[src/rtl/enc8b10b_pkg.sv]
// Shared 8b/10b code tables and constants for the multi-lane encoder.
// Sub-blocks are returned in their RD- form; the lane encoder complements them when needed.
package enc8b10b_pkg;

  localparam logic [7:0] K28_5  = 8'hBC;
  localparam logic [7:0] K28_0  = 8'h1C;
  localparam logic       RD_NEG = 1'b0;
  localparam logic       RD_POS = 1'b1;

  // abcdei, a in bit 5
  function automatic logic [5:0] enc_5b6b(input logic [4:0] x);
    logic [5:0] r;
    case (x)
      5'd0:  r = 6'b100111;
      5'd1:  r = 6'b011101;
      5'd2:  r = 6'b101101;
      5'd3:  r = 6'b110001;
      5'd4:  r = 6'b110101;
      5'd5:  r = 6'b101001;
      5'd6:  r = 6'b011001;
      5'd7:  r = 6'b111000;
      5'd8:  r = 6'b111001;
      5'd9:  r = 6'b100101;
      5'd10: r = 6'b010101;
      5'd11: r = 6'b110100;
      5'd12: r = 6'b001101;
      5'd13: r = 6'b101100;
      5'd14: r = 6'b011100;
      5'd15: r = 6'b010111;
      5'd16: r = 6'b011011;
      5'd17: r = 6'b100011;
      5'd18: r = 6'b010011;
      5'd19: r = 6'b110010;
      5'd20: r = 6'b001011;
      5'd21: r = 6'b101010;
      5'd22: r = 6'b011010;
      5'd23: r = 6'b111010;
      5'd24: r = 6'b110011;
      5'd25: r = 6'b100110;
      5'd26: r = 6'b010110;
      5'd27: r = 6'b110110;
      5'd28: r = 6'b001110;
      5'd29: r = 6'b101110;
      5'd30: r = 6'b011110;
      default: r = 6'b101011;
    endcase
    return r;
  endfunction

  // fghj, f in bit 3; alt7 selects A7 instead of P7 for y=7
  function automatic logic [3:0] enc_3b4b(input logic [2:0] y, input logic alt7);
    logic [3:0] r;
    case (y)
      3'd0: r = 4'b1011;
      3'd1: r = 4'b1001;
      3'd2: r = 4'b0101;
      3'd3: r = 4'b1100;
      3'd4: r = 4'b1101;
      3'd5: r = 4'b1010;
      3'd6: r = 4'b0110;
      default: r = alt7 ? 4'b0111 : 4'b1110;
    endcase
    return r;
  endfunction

  function automatic logic k_valid(input logic [7:0] d);
    logic [4:0] x;
    x = d[4:0];
    if (x == K28_0[4:0])
      return 1'b1;
    return (d[7:5] == 3'd7) && (x == 5'd23 || x == 5'd27 || x == 5'd29 || x == 5'd30);
  endfunction

endpackage

[src/rtl/enc8b10b_lane.sv]
// Combinational single-lane 8b/10b encoder: one byte plus K flag in, one symbol and the
// disparity that follows it out.
module enc8b10b_lane
  import enc8b10b_pkg::*;
(
  input  logic [7:0] data,
  input  logic       k,
  input  logic       rd_in,
  output logic [9:0] sym,
  output logic       rd_out,
  output logic       err
);

  logic [4:0] x;
  logic [2:0] y;
  logic       k_ok;
  logic       is_k28;
  logic [5:0] six_neg;
  logic       six_neutral;
  logic [5:0] six;
  logic       rd6;
  logic       use_a7;
  logic [3:0] four_neg;
  logic       four_neutral;
  logic       four_flip;
  logic [3:0] four;

  assign x      = data[4:0];
  assign y      = data[7:5];
  assign k_ok   = k && k_valid(data);
  assign err    = k && !k_ok;
  assign is_k28 = k_ok && (x == 5'd28);

  assign six_neg     = is_k28 ? 6'b001111 : enc_5b6b(x);
  assign six_neutral = ($countones(six_neg) == 3);
  // D.7 is balanced yet still has two forms, so it is complemented at RD+ like unbalanced codes
  assign six = (rd_in && (!six_neutral || six_neg == 6'b111000)) ? ~six_neg : six_neg;
  assign rd6 = six_neutral ? rd_in : ~rd_in;

  assign use_a7 = (y == 3'd7) &&
                  (k_ok ||
                   (!rd6 && (x == 5'd17 || x == 5'd18 || x == 5'd20)) ||
                   ( rd6 && (x == 5'd11 || x == 5'd13 || x == 5'd14)));

  assign four_neg     = enc_3b4b(y, use_a7);
  assign four_neutral = ($countones(four_neg) == 2);
  // K.28 inverts its balanced 4b forms after the 110000 sub-block so K.28.1/.5/.7 keep the comma
  assign four_flip = rd6 ? (!four_neutral || y == 3'd3)
                         : (is_k28 && four_neutral && y != 3'd3);
  assign four   = four_flip ? ~four_neg : four_neg;
  assign rd_out = four_neutral ? rd6 : ~rd6;

  assign sym = {six, four};

endmodule

[src/rtl/enc8b10b_rd.sv]
// Multi-lane 8b/10b encoder with registered output; running disparity chains lane to lane
// within a word and across words through one register.
module enc8b10b_rd
  import enc8b10b_pkg::*;
#(
  parameter int LANES = 1
) (
  input  logic                  clk,
  input  logic                  rst_n,
  input  logic                  in_valid,
  input  logic [8*LANES-1:0]    in_data,
  input  logic [LANES-1:0]      in_k,
  input  logic                  rd_load,
  input  logic                  rd_value,
  output logic                  out_valid,
  output logic [10*LANES-1:0]   out_data,
  output logic                  out_rd,
  output logic [LANES-1:0]      code_err
);

  logic                rd_reg;
  logic                valid_reg;
  logic [10*LANES-1:0] data_reg;
  logic [LANES-1:0]    err_reg;

  logic                rd_chain [0:LANES];
  logic [10*LANES-1:0] sym_all;
  logic [LANES-1:0]    err_all;

  // A same-cycle load seeds lane 0 directly so that word is encoded from rd_value
  assign rd_chain[0] = rd_load ? rd_value : rd_reg;

  generate
    for (genvar gi = 0; gi < LANES; gi++) begin : g_lane
      enc8b10b_lane u_lane (
        .data   (in_data[8*gi +: 8]),
        .k      (in_k[gi]),
        .rd_in  (rd_chain[gi]),
        .sym    (sym_all[10*gi +: 10]),
        .rd_out (rd_chain[gi+1]),
        .err    (err_all[gi])
      );
    end
  endgenerate

  always_ff @(posedge clk or negedge rst_n) begin
    if (!rst_n) begin
      rd_reg    <= RD_NEG;
      valid_reg <= 1'b0;
      data_reg  <= '0;
      err_reg   <= '0;
    end else begin
      valid_reg <= in_valid;
      if (in_valid) begin
        data_reg <= sym_all;
        err_reg  <= err_all;
        rd_reg   <= rd_chain[LANES];
      end else if (rd_load) begin
        rd_reg <= rd_value;
      end
    end
  end

  assign out_valid = valid_reg;
  assign out_data  = data_reg;
  assign out_rd    = rd_reg;
  assign code_err  = err_reg;

endmodule

[config.mk]
export PLATFORM = sky130hd
export DESIGN_NAME = enc8b10b_rd
export DESIGN_NICKNAME = d
export VERILOG_FILES = /design/src/rtl/enc8b10b_pkg.sv /design/src/rtl/enc8b10b_lane.sv /design/src/rtl/enc8b10b_rd.sv
export SDC_FILE = /design/constraint.sdc
export NUM_CORES = 1
export LEC_CHECK = 0
export CAP_MARGIN = 20
export CELL_PAD_IN_SITES_DETAIL_PLACEMENT = 0
export CELL_PAD_IN_SITES_GLOBAL_PLACEMENT = 1
export CORE_AREA = 10 10 60 99
export DETAILED_ROUTE_END_ITERATION = 6
export DIE_AREA = 0 0 70 109
export HOLD_SLACK_MARGIN = 0.03
export PLACE_DENSITY = 0.77
export SYNTH_ARGS = -nofsm -noshare
export SYNTH_HDL_FRONTEND = slang
export SYNTH_SLANG_ARGS = --single-unit
[constraint.sdc]
create_clock -name clk -period 3.65 [get_ports clk]
set_clock_uncertainty 0.15 [all_clocks]
set_input_delay 0.5475 -clock clk [delete_from_list [all_inputs] [get_ports clk]]
set_output_delay 0.5475 -clock clk [all_outputs]
set_load 0.01 [all_outputs]
==> results of run 1 <==
-- cells in the mapped netlist (2+ instances only) --
| library cell | instances | share of area |
|---|---|---|
| ha_1 | 17 | 0.14 |
| dfrtp_1 | 13 | 0.22 |
| nand2_1 | 13 | 0.032 |
| inv_1 | 12 | 0.030 |
| nor2_1 | 10 | 0.025 |
| a21oi_1 | 8 | 0.027 |
| o21ai_0 | 8 | 0.027 |
| xnor2_1 | 7 | 0.041 |
| mux2i_1 | 6 | 0.040 |
| nor2b_1 | 5 | 0.021 |
| mux2_2 | 4 | 0.030 |
| nand3_1 | 4 | 0.013 |
| a211oi_1 | 3 | 0.015 |
| and2_1 | 3 | 0.012 |
| buf_2 | 3 | 0.010 |
| clkbuf_1 | 3 | 0.0075 |
| fa_1 | 3 | 0.040 |
| nand2b_1 | 3 | 0.012 |
| nand3b_1 | 3 | 0.015 |
| o211ai_1 | 3 | 0.015 |
| a2111oi_0 | 2 | 0.012 |
| a21o_1 | 2 | 0.010 |
| nor3_1 | 2 | 0.0066 |
| nor3b_1 | 2 | 0.010 |
| o21a_1 | 2 | 0.010 |
| o311ai_0 | 2 | 0.012 |
| xor2_1 | 2 | 0.012 |
-- metrics by stage --
stage	total power [mW]	utilization	hold WS [ps]	setup TNS, ps	instance area (um2)
after global routing	1.23	0.606	386	-10180	2620
after detailed placement	0.892	0.521	342	-16820	2250
after floorplan	0.604	-	102	-8640	1650
after CTS	1.14	0.585	356	-9210	2530
final	1.15	0.606	356	-9330	2620
after global placement	0.869	0.521	321	-15970	2250
-- worst max-delay path, cell delays in order --
cell and delay, ps:
clkdlybuf4s15_2 220, bufbuf_16 280, a211o_1 270, a32o_2 300, buf_6 130, ha_4 220, fa_2 380, ha_4 270
and4bb_4 270, xnor2_4 150, mux2_4 350, nor3_4 130, ha_1 260, ha_2 190, fa_1 480, nor3b_4 200
and4b_1 270, mux2i_4 120, or4_1 520, nand3_1 100
-- cell type report --
cell class / count / area (um2) / share of cell area
multi-input cells: 135 / 1320 / 0.505
well taps: 51 / 63.8 / 0.0243
inverters: 12 / 52.6 / 0.0200
repair buffers: 88 / 812 / 0.310
flip-flops and latches: 13 / 325 / 0.124
clock buffers: 4 / 45.0 / 0.0172
-- flip-flops by register name, summed over array words and instances, names as in the netlist --
name	cells
out_rd	1
out_valid	1
code_err	1
out_data	10
-- metal layers --
layer	global-route usage	vias to the layer above	part of all wire
li1	-	768	-
met1	0.111	748	0.34
met2	0.258	36	0.60
met3	0.0182	14	0.031
met4	0.0397	0	0.026
met5	0	-	0
-- timing repair --
item,4_1_cts,5_1_grt
gates resized for setup,37,14
buffers inserted,11,6
gates cloned,1,1
pin swaps,22,9
setup endpoints to repair,11,11
-- worst paths after layout --
check | startpoint | to | slack [ps] | cells past startpoint
max reg2reg | out_rd | out_data[0] | -10 | 12
min in group asynchronous | rst_n | out_valid | 540 | 1
min reg2reg | out_data[8] | out_data[8] | 360 | 2
min | out_data[8] | out_data[8] | 360 | 2
max in group asynchronous | rst_n | out_data[7] | 2410 | 1
max | in_data[3] | out_data[0] | -1970 | 20
-- power breakdown --
part           leakage, nW  switching [mW]  internal [mW]
combinational        0.965           0.313          0.471
clock               0.0228          0.0541         0.0773
sequential           0.152          0.0349          0.204
-- logic make-up after synthesis --
kind of cell | Yosys count | share of synthesized area
AND/OR/NAND/NOR | 51 | 0.184
AO/OA/AOI/OAI | 41 | 0.197
adder cells (fa/ha/maj) | 20 | 0.181
buffers and inverters | 19 | 0.0548
multiplexers | 13 | 0.104
flip-flops | 13 | 0.216
XOR/XNOR | 10 | 0.0631
==> reports/metrics.yaml, run 1 <==
sta:
  grt_setup_unrepaired: "true"
  maxSlewHeadroom: 0.585
  hold_viol_final: 0
  slew_violations: 0
  setup_slack_ps: -1970
  post-route-period-util: 1.54
  period_needed_ps: 5620
  worstMarginPinSlew_ps: 620
  fmax_mhz: 178
  setup_viol: 6
flow_run:
  max_cap_violations: 0
setup_path:
  critPathMaxFanout: 8
  setup.worst_path.class: "input pin to flip-flop"
  worstPathRequired_ps: 3680
  crit_path_start_kind: "input pin"
  worstSetupEndpointType: "flip-flop"
  critPathArrivalTime_ps: 5650
synth:
  synth_edf_count: 0
  avgSynthCellArea_um2: 9.02
  synthesis.nets: 201
  synth_seq_cells: 13
  yosysWarnings: 0
  synthArstFlopShare: 1.00
  synth_area_um2: 1510
  synthDistinctLibCells: 49
  yosysSeqAreaShare: 0.216
  syn_inst: 167
  synth-main-ff-cell: "dfrtp_1"
die:
  die_h_um: 109
  start_util: 0.348
  io_pins: 27
  rows: 32
  dieArea_um2: 7630
  die_w_um: 70
  design.core.area_um2: 4320
clock_network:
  hold_buffers: 0
  cts_tree: "yes"
  path_clk_slew_ps: 60
  htree_num_levels: 1
  cts_buffer_depth: 2
  clock_latency_ps: 240
  cts_root_buf: "clkbuf_8"
  cts.sinks: 13
  numCtsBuffers: 3
placed_design:
  dp.cells: 280
  post-place-ws_ps: -2680
  hpwl_um: 3730
  place_congestion: 0.881
  io_buffers: 26
route:
  drtPass1Iterations: 4
  drc: 0
  ant_nets: 0
  drtIter0Drc: 66
  wl_um: 4860
  routed_via_density: 5.17
  vias: 1566
  post_drt_wl_per_cell_um: 16.0
final_layout:
  fin_nets: 287
  area_growth_pct: 74.1
  layout_commonest_cell: "buf_4"
  fin_cells: 303
  fill_cells: 361
  final_cell_mix: "51 x buf_4, 21 x clkdlybuf4s50_1, 13 x dfrtp_1"
  diodes: 0
  drive_gt1_frac: 0.448
power:
  ir_drop_v: 0.000381
  p_per_area_nw_per_um2: 440
  p_leak_nw: 1.14
global_routing:
  grt_pass1_wl_um: 7770
  grt_pass1_vias: 1652
  grt_max_degree: 17
  grt_use_total: 0.122
  antenna_found_initial: 0
  gr-total-overflow: 0
run_status:
  failed_checks: "negative setup slack"
  status: "finished, violations left"
min_path:
  hp-class: "flip-flop to flip-flop"
Power figures use the tool's default switching activity.
==> inputs of run 2 (changes only) <==
--- a/config.mk
+++ b/config.mk
@@ -5,14 +5,14 @@
 export SDC_FILE = /design/constraint.sdc
 export NUM_CORES = 1
 export LEC_CHECK = 0
+export ABC_AREA = 1
 export CAP_MARGIN = 20
 export CELL_PAD_IN_SITES_DETAIL_PLACEMENT = 0
 export CELL_PAD_IN_SITES_GLOBAL_PLACEMENT = 1
-export CORE_AREA = 10 10 60 99
+export CORE_AREA = 10 10 62 101
 export DETAILED_ROUTE_END_ITERATION = 6
-export DIE_AREA = 0 0 70 109
-export HOLD_SLACK_MARGIN = 0.03
-export PLACE_DENSITY = 0.77
+export DIE_AREA = 0 0 72 111
+export PLACE_DENSITY = 0.76
 export SYNTH_ARGS = -nofsm -noshare
 export SYNTH_HDL_FRONTEND = slang
 export SYNTH_SLANG_ARGS = --single-unit
==> run 2 against run 1 <==
The flow still finishes with violations (negative setup slack). Worst hold slack got worse by 36 ps. Die area up 4.7%. First-iteration DRC count down 26%. Highest routed layer unchanged. Clock-buffer cell count is the same. Cell count is 19% higher. Synthesized cell count grew 30%. Non-clock buffer count rose by 6. Routed wire length down 9.0%. Core utilization fell by 3.6 points. Via count is 8.3% higher. Largest cell class unchanged.
==> reports/metrics.yaml, run 2 <==
sta:
  hold_viol_final: 0
  maxSlewHeadroom: 0.620
  period_needed_ps: 5010
  holdWs_ps: 320
  post-route-period-util: 1.37
  worstMarginPinSlew_ps: 568
  setup_slack_ps: -1360
  slew_violations: 0
  setup_viol: 5
  fin_setup_tns_ps: -6680
  grt_setup_unrepaired: "true"
  fmax_mhz: 200
setup_path:
  worstSetupEndpoint: "out_data[1]"
  startpoint: "in_data[0]"
  cp_slowest_cell: "fa_1"
  rrSetupSlack_ps: 410
  worstPathRequired_ps: 3620
  r2r-end: "out_data[1]"
  critPathArrivalTime_ps: 4980
  slowest_delay_ps: 470
  timing.rr.start: "out_rd"
  reg2reg_depth: 22
  worstSetupEndpointType: "flip-flop"
  setup.worst_path.class: "input pin to flip-flop"
  crit_path_start_kind: "input pin"
  critPathMaxFanout: 5
final_layout:
  final_cell_mix: "64 x buf_4, 61 x nand2_1, 20 x clkdlybuf4s50_1"
  drive_gt1_frac: 0.435
  regArea_um2: 325
  fin_nets: 345
  post-route-cell-area_um2: 2640
  layout_commonest_cell: "buf_4"
  largest_register_ffs: 10
  multi_input_area_um2: 1280
  fill_cells: 427
  area_growth_pct: 76.9
  diodes: 0
clock_network:
  cts.sinks: 13
  cts_buffer_depth: 2
  numCtsBuffers: 3
  clock_latency_ps: 240
  cts_tree: "yes"
  htree_num_levels: 1
  path_clk_slew_ps: 50
  cts_root_buf: "clkbuf_8"
synth:
  synthesis.nets: 251
  syn_inst: 217
  synth_most_common_cell: "nand2_1"
  synth_area_leaders: "dfrtp_1 22%, nand2_1 17%, ha_1 14%, inv_1 5.8%, nand3_1 5.7%"
  yosysWarnings: 0
  synth-main-ff-cell: "dfrtp_1"
  yosys.area.top_type: "dfrtp_1"
  synth_seq_cells: 13
  synth_top_area_frac: 0.218
  synthDistinctLibCells: 34
  synth_commonest_cells: "67 x nand2_1, 23 x inv_1, 20 x nor2_1"
  synth_area_um2: 1490
  yosysSeqAreaShare: 0.218
  synth_edf_count: 0
  synthArstFlopShare: 1.00
  avgSynthCellArea_um2: 6.87
flow_run:
  max_cap_violations: 0
run_status:
  status: "finished, violations left"
  failed_checks: "negative setup slack"
min_path:
  hp-class: "flip-flop to flip-flop"
die:
  dieArea_um2: 7990
  design.core.area_um2: 4620
  die_w_um: 72
  io_pins: 27
  start_util: 0.323
  die_h_um: 111
  rows: 33
route:
  drtIter0Drc: 49
  wl_um: 4420
  drtPass1Iterations: 4
  routed_via_density: 4.69
  drc: 0
  post_drt_wl_per_cell_um: 12.2
  ant_nets: 0
  vias: 1696
global_routing:
  grt_use_total: 0.115
  gr-total-overflow: 0
  antenna_found_initial: 0
  grt_pass1_wl_um: 7660
  grt_pass1_vias: 1777
  grt_max_degree: 16
placed_design:
  dpl_cell_area_um2: 2290
  place_congestion: 0.889
  io_buffers: 26
  post-place-ws_ps: -2270
  hpwl_um: 3590
power:
  p_total_mw: 0.954
  ir_drop_v: 0.000323
  p_per_area_nw_per_um2: 362
  p_leak_nw: 1.29
[run 2: metrics by stage]
| step | utilization | cells |
|---|---|---|
| final | 0.571 | 362 |
| after global routing | 0.571 | 362 |
| after CTS | 0.567 | 364 |
| after detailed placement | 0.495 | 349 |
| after global placement | 0.495 | 349 |
| after floorplan | - | 217 |
[run 2: cells by family (layout without fill, tap and decap cells)]
group,count (synthesis),in the layout,share of synthesized area
flip-flops,13,13,0.218
AO/OA/AOI/OAI,28,28,0.130
AND/OR/NAND/NOR,121,121,0.358
buffers and inverters,32,125,0.0931
adder cells (fa/ha/maj),20,20,0.183
XOR/XNOR,3,3,0.0176
[run 2: worst max-delay path, delay by kind of cell]
kind                     cells  cell delay (ps)
AND/OR/NAND/NOR             14             1480
adder cells (fa/ha/maj)      7             1960
buffers and inverters        6              300
AO/OA/AOI/OAI                5              480
XOR/XNOR                     1              160
[run 2: worst min-delay path by stage]
stage,cells past startpoint,startpoint,to,slack (ps)
floorplan,0,rst_n,code_err,100
finish,2,out_data[0],out_data[0],320
detailed placement,2,out_data[9],out_data[9],320
global placement,2,out_data[0],out_data[0],320
global route,2,out_data[9],out_data[9],360
CTS,2,out_data[9],out_data[9],340
[run 2: area by class of cell]
type,count,area share
Tap cell,52,0.0247
Sequential cell,13,0.123
Inverter,27,0.0488
Multi-Input combinational cell,172,0.485
Timing Repair Buffer,94,0.302
Clock buffer,4,0.0171
[run 2: repair_timing]
action	in CTS	in global routing
gates cloned	0	0
hold buffers	0	0
buffers inserted	11	0
pin swaps	34	23
endpoints found under the hold margin	0	0
endpoints found under the setup margin	11	5
resized for setup	59	17
[run 2: where the power goes]
group / switching, mW / total [mW] / leakage (nW) / internal [mW]
Sequential: 0.0217 / 0.208 / 0.154 / 0.186
Combinational: 0.290 / 0.622 / 1.11 / 0.332
Clock: 0.0475 / 0.124 / 0.0228 / 0.0769
Total: 0.359 / 0.954 / 1.29 / 0.595
[run 2: routing by layer]
metal	track usage	share of wire	wire, um	up-vias
met1	0.104	0.36	1610	760
met4	0.0467	0.022	97	0
li1	-	-	-	886
met2	0.230	0.58	2560	42
met5	0	0	0	-
met3	0.0188	0.034	152	8
==> patch (settings of run 2) <==
Make the reset (`rst_n`) synchronous in one clocked block.
--- a/src/rtl/enc8b10b_rd.sv
+++ b/src/rtl/enc8b10b_rd.sv
@@ -45,3 +45,3 @@
 
-  always_ff @(posedge clk or negedge rst_n) begin
+  always_ff @(posedge clk) begin
     if (!rst_n) begin
Formal check against the unedited RTL: differs if rst_n is asserted again (counterexample within 4 cycles, from zero or initial values and one cycle with rst_n low); with rst_n held inactive, the same outputs for 10 cycles.
==> patch against run 2 <==
The flow still finishes with violations (setup timing); sequential cell count did not move; die area is the same; via count is 31% higher; total power up 14%; worst setup slack lost 0.32 ns; count of clock-buffer cells in the layout stayed put; cell count increased by 24%; global-route usage up 5.7 points; cell area up 27%; area after synthesis down 1.9%; clock power is 5% higher; wire length is 62% higher; sequential power decreased by 17%; worst hold slack better by 0.016 ns; largest cell class is now buffers.
==> patch: results (changes against run 2) <==
hpwl_um: 3400  # was 3590 um
synthAdderAreaFrac: 0.186  # was 0.183
grt_pass1_wl_um: 11200  # was 7660 um
finalSetupViolCount: 7  # was 5
syn_nets: 262  # was 251
nets: 431  # was 345
grt_max_degree: 21  # was 16
first_global_vias: 2502  # was 1777
violations: "setup timing"  # unchanged
outcome: "complete, but fails checks"  # unchanged
cts_buffers: 3  # unchanged
r2r_cells: 22  # unchanged
worstPathArrival_ns: 5.32  # was 4.98 ns
drive_gt1_frac: 0.566  # was 0.435
place_congestion: 0.853  # was 0.889
synth-compound-area-share: 0.139  # was 0.130
synth-xor-area-share: 0.0240  # was 0.0176
routed_wl_um: 7180  # was 4420 um
synthTopCellsByArea: "dfxtp_1 18%, nand2_1 15%, ha_1 15%"  # was dfrtp_1 22%, nand2_1 17%, ha_1 14%
synth_seq_area_share: 0.178  # was 0.218
wl_met1_um: 2470  # was 1610 um
min-delay-start: "out_data[2]$_SDFFE_PN0P_"  # was out_data[0]$_DFFE_PN0P_
met3_length_um: 276  # was 152 um
fin_hold_ws_ns: 0.336  # was 0.320 ns
cellLeakagePower_nw: 1.73  # was 1.29 nW
routed.top_layer: "met4"  # unchanged
r2r_end: "out_data[1]$_SDFFE_PN0P_"  # was out_data[1]$_DFFE_PN0P_
vias: 2221  # was 1696
grtUsageTotal: 0.172  # was 0.115
drt-initial-drc-count: 151  # was 49
min_to: "out_data[2]$_SDFFE_PN0P_"  # was out_data[0]$_DFFE_PN0P_
setup_ws_ns: -1.68  # was -1.36 ns
slew_headroom: 0.528  # was 0.620
met2_length_um: 4010  # was 2560 um
hold_depth: 2  # unchanged
cpPeakStageDelay_ns: 0.53  # was 0.47 ns
r2r_start: "out_rd$_SDFF_PN0_"  # was out_rd$_DFF_PN0_
synth.distinct_cells: 33  # was 34
synthArstFlopShare: 0  # was 1.00
ys_top_cells_by_count: "58 x nand2_1, 33 x inv_1, 23 x nor2_1"  # was 67 x nand2_1, 23 x inv_1, 20 x nor2_1
reg2reg_slack_ns: 0.22  # was 0.41 ns
slowest_stage: "fa_1"  # unchanged
critPathMaxFanout: 6  # was 5
switching_share: 0.393  # was 0.377
peakVddDrop_uv: 328  # was 323 uV
-- patch: per-layer routing --
layer | global-route usage | vias to the layer above
met5 | 0 | -
met3 | 0.0305 | 38
met1 | 0.149 | 1027
met2 | 0.323 | 88
met4 | 0.132 | 0
li1 | - | 1068
-- patch: cell families (layout without fill, tap and decap cells) --
group           Yosys count  after routing
compound gates           36             36
simple gates            113            113
buf+inv                  42            210
flops                    13             13
xor+xnor                  4              4
fa+ha+maj                20             20
-- patch: critical path, delay by kind of cell --
family          cells  cell delay, ns
fa+ha+maj           7            2.05
simple gates       16            1.45
buf+inv             9            0.68
compound gates      4            0.48
xor+xnor            1            0.13
-- patch: metrics by stage --
| stage | worst slack [ns] | total power, W | std cells | setup TNS (ns) | cell area, um^2 |
|---|---|---|---|---|---|
| CTS | -1.34 | 0.000964 | 453 | -9.82 | 3300 |
| global route | -1.91 | 0.00115 | 448 | -12.38 | 3340 |
| floorplan | -1.24 | 0.000412 | 228 | -5.60 | 1550 |
| global placement | -2.20 | 0.000555 | 341 | -11.72 | 2130 |
| finish | -1.68 | 0.00109 | 448 | -11.09 | 3340 |
| detailed placement | -2.25 | 0.000561 | 341 | -12.05 | 2130 |
-- patch: power by group through the flow --
stage,registers [W],clock network (W),logic (W)
CTS,0.000171,0.000129,0.000664
global route,0.000173,0.000135,0.000842
floorplan,0.000183,0,0.000229
detailed placement,0.000174,0,0.000386
finish,0.000172,0.000130,0.000791
global placement,0.000173,0,0.000382
-- patch: area by class of cell --
class | instances | area, um^2
inverter | 37 | 181
timing repair buffer | 169 | 1460
sequential | 13 | 260
tap | 52 | 65.1
fill | 336 | 1280
clock buffer | 4 | 45.0
multi-input combinational | 173 | 1330
-- patch: what timing repair did --
action / in CTS / in global routing
setup buffers: 111 / 9
hold endpoints to repair: 0 / 0
setup endpoints to repair: 8 / 9
pin swaps: 45 / 24
resized for setup: 92 / 30
-- patch: worst max-delay path by stage --
stage,from,end,slack (ns),cells after the start
after floorplan,in_data[1],out_data[0]$_SDFFE_PN0P_,-1.24,34
after global placement,in_data[1],out_data[0]$_SDFFE_PN0P_,-2.20,34
after detailed placement,in_data[0],out_data[0]$_SDFFE_PN0P_,-2.25,34
after CTS,in_data[1],out_data[0]$_SDFFE_PN0P_,-1.34,34
after global routing,in_data[1],out_data[3]$_SDFFE_PN0P_,-1.91,38
final,in_data[0],out_data[1]$_SDFFE_PN0P_,-1.68,37
